--- src/rtl/seg7_pkg.sv ---
// Shared font table and decode helper for the 7-segment scan driver.
// Fonts are active-high with bit0 = segment A and bit6 = segment G.
package seg7_pkg;

  localparam int N_SUBPHASES = 8;

  localparam logic [6:0] FONT_0     = 7'h3F;
  localparam logic [6:0] FONT_1     = 7'h06;
  localparam logic [6:0] FONT_2     = 7'h5B;
  localparam logic [6:0] FONT_3     = 7'h4F;
  localparam logic [6:0] FONT_4     = 7'h66;
  localparam logic [6:0] FONT_5     = 7'h6D;
  localparam logic [6:0] FONT_6     = 7'h7D;
  localparam logic [6:0] FONT_7     = 7'h07;
  localparam logic [6:0] FONT_8     = 7'h7F;
  localparam logic [6:0] FONT_9     = 7'h6F;
  localparam logic [6:0] FONT_A     = 7'h77;
  localparam logic [6:0] FONT_B     = 7'h7C;
  localparam logic [6:0] FONT_C     = 7'h39;
  localparam logic [6:0] FONT_D     = 7'h5E;
  localparam logic [6:0] FONT_E     = 7'h79;
  localparam logic [6:0] FONT_F     = 7'h71;
  localparam logic [6:0] FONT_MINUS = 7'h40;
  localparam logic [6:0] FONT_BLANK = 7'h00;

  // Symbol mode keeps 11 as a minus sign so signed readouts need no extra logic.
  function automatic logic [6:0] seg7_decode(input logic [3:0] code, input logic hex_mode);
    logic [6:0] pattern;
    case (code)
      4'd0:    pattern = FONT_0;
      4'd1:    pattern = FONT_1;
      4'd2:    pattern = FONT_2;
      4'd3:    pattern = FONT_3;
      4'd4:    pattern = FONT_4;
      4'd5:    pattern = FONT_5;
      4'd6:    pattern = FONT_6;
      4'd7:    pattern = FONT_7;
      4'd8:    pattern = FONT_8;
      4'd9:    pattern = FONT_9;
      4'd10:   pattern = hex_mode ? FONT_A : FONT_BLANK;
      4'd11:   pattern = hex_mode ? FONT_B : FONT_MINUS;
      4'd12:   pattern = hex_mode ? FONT_C : FONT_BLANK;
      4'd13:   pattern = hex_mode ? FONT_D : FONT_BLANK;
      4'd14:   pattern = hex_mode ? FONT_E : FONT_BLANK;
      default: pattern = hex_mode ? FONT_F : FONT_BLANK;
    endcase
    return pattern;
  endfunction

endpackage

--- src/rtl/seg7_scan_timer.sv ---
// Slot timing for the scan driver: sub-phase counter, digit index and frame wrap.
// A slot is N_SUBPHASES sub-phases of SCAN_DIV/N_SUBPHASES clocks each.
module seg7_scan_timer
  import seg7_pkg::*;
#(
  parameter int N_DIGITS = 4,
  parameter int SCAN_DIV = 50000,
  localparam int IDX_W   = $clog2(N_DIGITS),
  localparam int SUB_LEN = SCAN_DIV / N_SUBPHASES,
  localparam int SUB_W   = (SUB_LEN > 1) ? $clog2(SUB_LEN) : 1
) (
  input  logic             clk,
  input  logic             reset,
  output logic [IDX_W-1:0] digit_idx,
  output logic [2:0]       sub_phase,
  output logic             slot_start,
  output logic             frame_wrap
);

  logic [SUB_W-1:0] sub_cnt;
  logic             sub_last;
  logic             slot_last;
  logic             idx_last;

  assign sub_last   = (sub_cnt == SUB_W'(SUB_LEN - 1));
  assign slot_last  = sub_last && (sub_phase == 3'd7);
  assign idx_last   = (digit_idx == IDX_W'(N_DIGITS - 1));
  assign slot_start = (sub_cnt == '0) && (sub_phase == 3'd0);
  assign frame_wrap = slot_last && idx_last;

  // Explicit wrap at N_DIGITS-1 so non-power-of-2 digit counts never overrun.
  always_ff @(posedge clk) begin
    if (!reset) begin
      sub_cnt   <= '0;
      sub_phase <= 3'd0;
      digit_idx <= '0;
    end else if (slot_last) begin
      sub_cnt   <= '0;
      sub_phase <= 3'd0;
      digit_idx <= idx_last ? '0 : digit_idx + IDX_W'(1);
    end else if (sub_last) begin
      sub_cnt   <= '0;
      sub_phase <= sub_phase + 3'd1;
    end else begin
      sub_cnt   <= sub_cnt + SUB_W'(1);
    end
  end

endmodule

--- src/rtl/seg7_scan_driver.sv ---
// Time-multiplexed N-digit 7-segment driver with frame-coherent snapshot,
// leading-zero blanking, brightness PWM and a one-cycle ghosting guard.
module seg7_scan_driver
  import seg7_pkg::*;
#(
  parameter int N_DIGITS       = 4,
  parameter int SCAN_DIV       = 50000,
  parameter int HEX_MODE       = 0,
  parameter int SEG_ACTIVE_LOW = 1,
  parameter int DIG_ACTIVE_LOW = 0
) (
  input  logic                  clk,
  input  logic                  reset,
  input  logic [4*N_DIGITS-1:0] digits_i,
  input  logic [N_DIGITS-1:0]   dp_i,
  input  logic                  lz_blank_i,
  input  logic [2:0]            bright_i,
  output logic [6:0]            seg_o,
  output logic                  dp_o,
  output logic [N_DIGITS-1:0]   dig_o,
  output logic                  frame_o
);

  localparam int   IDX_W   = $clog2(N_DIGITS);
  localparam logic SEG_INV = (SEG_ACTIVE_LOW != 0);
  localparam logic DIG_INV = (DIG_ACTIVE_LOW != 0);

  logic [IDX_W-1:0]      digit_idx;
  logic [2:0]            sub_phase;
  logic                  slot_start;
  logic                  frame_wrap;

  logic [4*N_DIGITS-1:0] digits_q;
  logic [N_DIGITS-1:0]   dp_q;
  logic                  lz_q;
  logic [2:0]            bright_q;
  logic                  load_pending;

  logic [N_DIGITS-1:0]   suppress;
  logic [N_DIGITS-1:0]   cur_onehot;
  logic [3:0]            cur_code;
  logic                  cur_dp;
  logic                  cur_sup;
  logic [6:0]            cur_pattern;
  logic [N_DIGITS-1:0]   cur_dig;

  seg7_scan_timer #(
    .N_DIGITS (N_DIGITS),
    .SCAN_DIV (SCAN_DIV)
  ) u_timer (
    .clk        (clk),
    .reset      (reset),
    .digit_idx  (digit_idx),
    .sub_phase  (sub_phase),
    .slot_start (slot_start),
    .frame_wrap (frame_wrap)
  );

  // Inputs are only sampled at frame boundaries (and once after reset) so a frame never tears.
  always_ff @(posedge clk) begin
    if (!reset) begin
      digits_q     <= '0;
      dp_q         <= '0;
      lz_q         <= 1'b0;
      bright_q     <= 3'd0;
      load_pending <= 1'b1;
    end else if (load_pending || frame_wrap) begin
      digits_q     <= digits_i;
      dp_q         <= dp_i;
      lz_q         <= lz_blank_i;
      bright_q     <= bright_i;
      load_pending <= 1'b0;
    end
  end

  // A zero with its dp set ends the leading run; digit 0 is never in it.
  always_comb begin
    logic leading;
    suppress = '0;
    leading  = lz_q;
    for (int i = N_DIGITS - 1; i >= 1; i--) begin
      if (leading && (digits_q[4*i +: 4] == 4'd0) && !dp_q[i]) begin
        suppress[i] = 1'b1;
      end else begin
        leading = 1'b0;
      end
    end
  end

  always_comb begin
    cur_code   = 4'd0;
    cur_dp     = 1'b0;
    cur_sup    = 1'b0;
    cur_onehot = '0;
    for (int i = 0; i < N_DIGITS; i++) begin
      if (IDX_W'(i) == digit_idx) begin
        cur_code      = digits_q[4*i +: 4];
        cur_dp        = dp_q[i];
        cur_sup       = suppress[i];
        cur_onehot[i] = 1'b1;
      end
    end
    cur_pattern = cur_sup ? FONT_BLANK : seg7_decode(cur_code, HEX_MODE != 0);
    cur_dig     = (!slot_start && (sub_phase <= bright_q)) ? cur_onehot : '0;
  end

  always_ff @(posedge clk) begin
    if (!reset) begin
      seg_o   <= {7{SEG_INV}};
      dp_o    <= SEG_INV;
      dig_o   <= {N_DIGITS{DIG_INV}};
      frame_o <= 1'b0;
    end else begin
      seg_o   <= cur_pattern ^ {7{SEG_INV}};
      dp_o    <= (cur_dp && !cur_sup) ^ SEG_INV;
      dig_o   <= cur_dig ^ {N_DIGITS{DIG_INV}};
      frame_o <= frame_wrap;
    end
  end

endmodule

--- config.mk ---
export PLATFORM = sky130hd
export DESIGN_NAME = seg7_scan_driver
export DESIGN_NICKNAME = d
export VERILOG_FILES = /design/src/rtl/seg7_pkg.sv /design/src/rtl/seg7_scan_timer.sv /design/src/rtl/seg7_scan_driver.sv
export SDC_FILE = /design/constraint.sdc
export NUM_CORES = 1
export LEC_CHECK = 0
export CAP_MARGIN = 20
export CORE_MARGIN = 10
export CORE_UTILIZATION = 55
export DETAILED_ROUTE_END_ITERATION = 6
export GPL_ROUTABILITY_DRIVEN = 0
export PLACE_DENSITY = 0.92
export SYNTH_ARGS = -nofsm -noshare
export SYNTH_HDL_FRONTEND = slang
export SYNTH_SLANG_ARGS = --single-unit
--- constraint.sdc ---
create_clock -name clk -period 7.4 [get_ports clk]
set_clock_uncertainty 0.2 [all_clocks]
set_input_delay 1.48 -clock clk [delete_from_list [all_inputs] [get_ports clk]]
set_output_delay 1.48 -clock clk [all_outputs]
set_load 0.05 [all_outputs]
### After elaboration in Yosys (flattened, before gate mapping)

Memory sizes are Yosys's and may differ from the RTL's.
Cells that the tools add are included.

* flip-flop bits (word level): 56
* bits in latches: 0
* bits in writable memories: 0
* bits in read-only memories: 112
* input bits: 26
* word-level logic and storage cells: 74
* memories: 1

* $add $sub $neg: 3
* multiply operators: 0
* divide/modulo/power cells: 0
* magnitude comparators: 1
* eq/ne operators: 6
* shift operators: 0
* multiplexer cells: 22
* bitwise operators: 3
* reductions and logical operators: 26

Memories
* (no name shown): depth 16, width 7, read ports 1, clocked after Yosys merged registers in 0, write ports 0, RTL line seg7_pkg.sv:29 `case (code)`

Operator list (number)
* $mux W1: 16
* $mux W4: 4
* $add A13 B1 Y13 const B: 1
* $eq A13 B13 Y1 const B: 1
* $logic_not A13 Y1: 1
* $logic_not A4 Y1: 3
* $logic_and A1 B1 Y1: 11
* $mux W7: 1
* $not A7 Y7: 1
* $logic_not A1 Y1: 5
* $eq A2 B2 Y1 const A: 2
* $add A3 B1 Y3 const B: 1
* $eq A3 B3 Y1 const B: 1
* $le A3 B3 Y1: 1
* $logic_not A3 Y1: 1
* $reduce_or A3 Y1: 1
* $add A2 B1 Y2 const B: 1
* $eq A1 B2 Y1 const A: 1
* $eq A2 B2 Y1 const B: 1
* $logic_not A2 Y1: 1
* $mux W2: 1
* $not A1 Y1: 2
* $reduce_and A2 Y1: 1
* $reduce_or A2 Y1: 1
* $logic_or A1 B1 Y1: 1

### Depth between registers and ports, before layout

* depth in word-level cells: 16
* gate-level depth with buffers: 11

### Hierarchy

From an unflattened synthesis, not the netlist that was laid out.

* cell total of the unflattened synthesis: 300
* area, all modules: 2672.6 um^2

By module, submodules not included
* seg7_scan_driver: instances 1, cells an instance 192, area each 1679.1 um^2, sequential area each 760.7 um^2
* seg7_scan_timer: instances 1, cells an instance 108, area each 993.5 um^2, sequential area each 360.3 um^2

### Worst setup path after synthesis

Ideal clock, no wire load.

* kind: reg2reg
* start: register u_timer.digit_idx[0]
* end: register seg_o[0]
* data arrival time: 2358 ps
* setup slack: 4705 ps
* stages on the path, launching flop included: 11
* buffers on the path: 2
* cell sequence: dfxtp_1 > ha_1 > clkbuf_1 > clkbuf_1 > nor3b_1 > a211oi_1 > inv_1 > ha_1 > mux2_2 > nor2_1 > o21ai_0

* word-level cells in the longest chain between the ends: 8
* elaborated cells on any way between the ends: 14
* those cells by class: eq/ne: 3; mux: 8; bitwise: 1; reduce/logical: 1; memory: 1

Ends and longest elaborated chain
* start: declaration: RTL line seg7_scan_timer.sv:14 `output logic [IDX_W-1:0] digit_idx,`
* start signal: assignment: RTL line seg7_scan_timer.sv:40 `digit_idx <= idx_last ? '0 : digit_idx + IDX_W'(1);`
* $logic_not A2 Y1: RTL line seg7_scan_driver.sv:96 `if (IDX_W'(i) == digit_idx) begin`
* $mux W4 (4 in a row): RTL line seg7_scan_driver.sv:96
* $mem_v2 Z16 W7
* $mux W7 *: RTL line seg7_scan_driver.sv:103 `cur_pattern = cur_sup ? FONT_BLANK : seg7_decode(cur_code, HEX_MODE != 0);`
* $not A7 Y7 (no source line) *
* end signal: assignment: RTL line seg7_scan_driver.sv:109 `seg_o <= {7{SEG_INV}};`
* end signal: assignment: RTL line seg7_scan_driver.sv:114 `seg_o <= cur_pattern ^ {7{SEG_INV}};`
* end: declaration: RTL line seg7_scan_driver.sv:18 `output logic [6:0] seg_o,`

Mark *: on every way between the ends. The rest lies on a longest branch, timed or not.
A chain may end at the register's enable or synchronous reset.

### Worst setup path after layout

* start: register dig_o[0]
* end: output port dig_o[0]

RTL lines
* start: declaration: RTL line seg7_scan_driver.sv:20 `output logic [N_DIGITS-1:0] dig_o,`
* start signal: assignment: RTL line seg7_scan_driver.sv:111 `dig_o <= {N_DIGITS{DIG_INV}};`
* start signal: assignment: RTL line seg7_scan_driver.sv:116 `dig_o <= cur_dig ^ {N_DIGITS{DIG_INV}};`

No word-level cell between the ends.

==> impl_metrics.tcl <==
set metrics [dict create \
    post-cts-setup-buffer-count 0 \
    synth_seq_area_share 0.425 \
    hold_path.class "reg2reg" \
    grt_start_max_net_pins 31 \
    setup_viol 0 \
    final_cell_mix "dfxtp_1, nor2_1, clkdlybuf4s50_1" \
    slowest_stage "clkdlybuf4s50_1" \
    dieArea_um2 7960 \
    critPathArrivalTime_ps 1430 \
    yosys_warnings 0 \
    cts_max_path_buffers 2 \
    worstSetupStartpointType "flip-flop" \
    vias_per_cell 5.43 \
    slowest_delay_ps 800 \
    cts_root_buf "clkbuf_8" \
    end_kind "output port" \
    synth_cell_types 46 \
    drcViolationCount 0 \
    path_buf_inv 1 \
    worstMarginPinSlew_ps 1050 \
    cts_sinks 56 \
    post_drt_wl_per_cell_um 14.1 \
    fin_crit_sh 0.420 \
    initial_utilization 0.562 \
    port_buffers 38 \
    first_pass_iters 4 \
    status "completed" \
    diodes 0 \
    rows 25 \
    netlist_area_um2 2640 \
    max-slew-margin-rel 0.302 \
    n_fill_cell 363 \
    required_ps 5720 \
    area_delta_synth_final_pct 19.5 \
    vias 2036 \
    critPathTopFamily "buffers and inverters" \
    io_pins 39 \
    drtIter0Drc 133 \
    clock.fmax_ghz 0.322 \
    dp_hpwl_mm 4.07 \
    fin_crit_ps 3110 \
    cts_inserted_buffers 5 \
    worstSetupPathType "reg2out" \
    hold_viol 0 \
    wirelength_mm 5.31 \
    synth.avg_cell_area_um2 9.25 \
    final_nets 365 \
    ir_drop_v 0.000146 \
    synth_seq_cells 56 \
    tns_ps 0 \
    clkLatencyLatePin_ps 300 \
    reg2reg_slack_ps 4340 \
    drive_gt1_frac 0.0685 \
    grt_pass1_wl_mm 8.69 \
    die_w_um 89.2 \
    grt_overflow 0 \
    power_leakage_nw 1.30 \
    slew_viol_final 0 \
    cts_tree "yes" \
    syn-num-nets 330 \
    rsz0062_at_grt "false" \
    place_area_um2 3050 \
    ant_nets 0 \
    final_common_cell "dfxtp_1" \
    chipHeight_um 89.2 \
    core-area_um2 4690 \
    path_max_fanout 1 \
    holdBufCountCts 0 \
    finalInstanceArea_um2 3150 \
    cts_resized 0 \
    syn_inst 285 \
    path_cells "clkdlybuf4s50_1" \
    powerDensity_nw_per_um2 185 \
    h-tree-depth 2 \
    antenna_found_initial 0 \
    max_cap_viol_count 0 \
    grt_usage 0.135 \
    path_clk_slew_ps 100 \
    grt_pass1_vias 1945 \
]
path summary, 6_finish.rpt:
path,end,cells past startpoint,start
setup / recovery,dig_o[0],1,dig_o[0]
hold / removal,u_timer.sub_phase[0],2,u_timer.sub_phase[0]
setup reg to reg,seg_o[0],8,u_timer.digit_idx[0]
hold reg to reg,u_timer.sub_phase[0],2,u_timer.sub_phase[0]
synthesized netlist by cell type (all sizes together):
cell type / instances / area share
a211oi: 5 / 0.014
a21oi: 9 / 0.019
a221o: 1 / 0.0038
a221oi: 1 / 0.0033
a22o: 1 / 0.0033
a31o: 1 / 0.0033
a31oi: 2 / 0.0071
a32oi: 1 / 0.0033
and2: 4 / 0.0095
and3: 5 / 0.013
and3b: 1 / 0.0033
and4: 1 / 0.0033
buf: 3 / 0.0057
clkbuf: 8 / 0.011
dfxtp: 56 / 0.43
ha: 19 / 0.090
inv: 16 / 0.023
mux2: 2 / 0.0085
mux2i: 25 / 0.095
nand2: 16 / 0.023
nand2b: 3 / 0.0071
nand3: 6 / 0.011
nand3b: 5 / 0.014
nand4: 2 / 0.0047
nor2: 47 / 0.067
nor2b: 5 / 0.012
nor3: 1 / 0.0019
nor3b: 2 / 0.0057
nor4: 5 / 0.018
o211ai: 1 / 0.0029
o21ai: 9 / 0.017
o22a: 1 / 0.0033
o22ai: 1 / 0.0024
o41a: 1 / 0.0043
or2: 3 / 0.0071
or3: 3 / 0.0090
or4: 1 / 0.0043
or4b: 1 / 0.0038
xnor2: 2 / 0.0066
xor2: 9 / 0.030
area by class of cell:
class | instances | area [um2] | share of cell area
clock inverter | 2 | 15.0 | 0.00477
timing repair buffer | 39 | 385 | 0.122
clock buffer | 6 | 82.6 | 0.0262
inverter | 16 | 60.1 | 0.0191
sequential | 56 | 1120 | 0.356
tap | 54 | 67.6 | 0.0215
multi-input combinational | 202 | 1420 | 0.450
registers in the layout (all words and copies together), names as in the netlist:
name and flops:
digits_q 16, dp_q 4, load_pending 1, u_timer.sub_phase 3
u_timer.digit_idx 2, bright_q 3, frame_o 1, lz_q 1
u_timer.sub_cnt 13, seg_o 7, dp_o 1, dig_o 4
cells by family (layout without fill, tap and decap cells):
group           Yosys count  count (layout)  share of synthesized area
simple gates            111             111                      0.217
compound gates           34              34                     0.0869
fa+ha+maj                19              19                     0.0902
xor+xnor                 11              11                     0.0366
flops                    56              56                      0.425
mux                      27              27                      0.104
buf+inv                  27              63                     0.0399
per-stage QoR:
step | std cells | total power, mW | util | hold slack (ps) | setup WS (ps)
2_1_floorplan | 285 | 0.385 | - | 255 | 4710
3_3_place_gp | 366 | 0.415 | 0.649 | 269 | 4290
3_5_place_dp | 366 | 0.418 | 0.649 | 286 | 4190
4_1_cts | 374 | 0.584 | 0.670 | 303 | 4270
5_1_grt | 375 | 0.605 | 0.671 | 331 | 3980
6_report | 375 | 0.582 | 0.671 | 302 | 4290
power by group:
group | total [mW] | leakage, nW | internal [mW] | switching, mW
combinational | 0.0867 | 0.798 | 0.0402 | 0.0465
clock | 0.171 | 0.0434 | 0.0759 | 0.0951
sequential | 0.325 | 0.460 | 0.315 | 0.00912
worst reg2reg max path, stage by stage, from the launching register on:
cell	delay [ps]
dfxtp_1	410
ha_1	570
a211oi_1	90
a211oi_1	790
inv_1	200
ha_1	260
mux2_2	270
nor2_1	80
o21ai_0	70
metal layers:
metal | wire length [um] | track usage | up-vias
met4 | 57 | 0.0347 | 0
met1 | 2370 | 0.161 | 938
met2 | 2490 | 0.227 | 51
met5 | 0 | 0 | -
met3 | 386 | 0.0447 | 6
li1 | - | - | 1041
No activity file was read; power rests on OpenSTA's default activity.
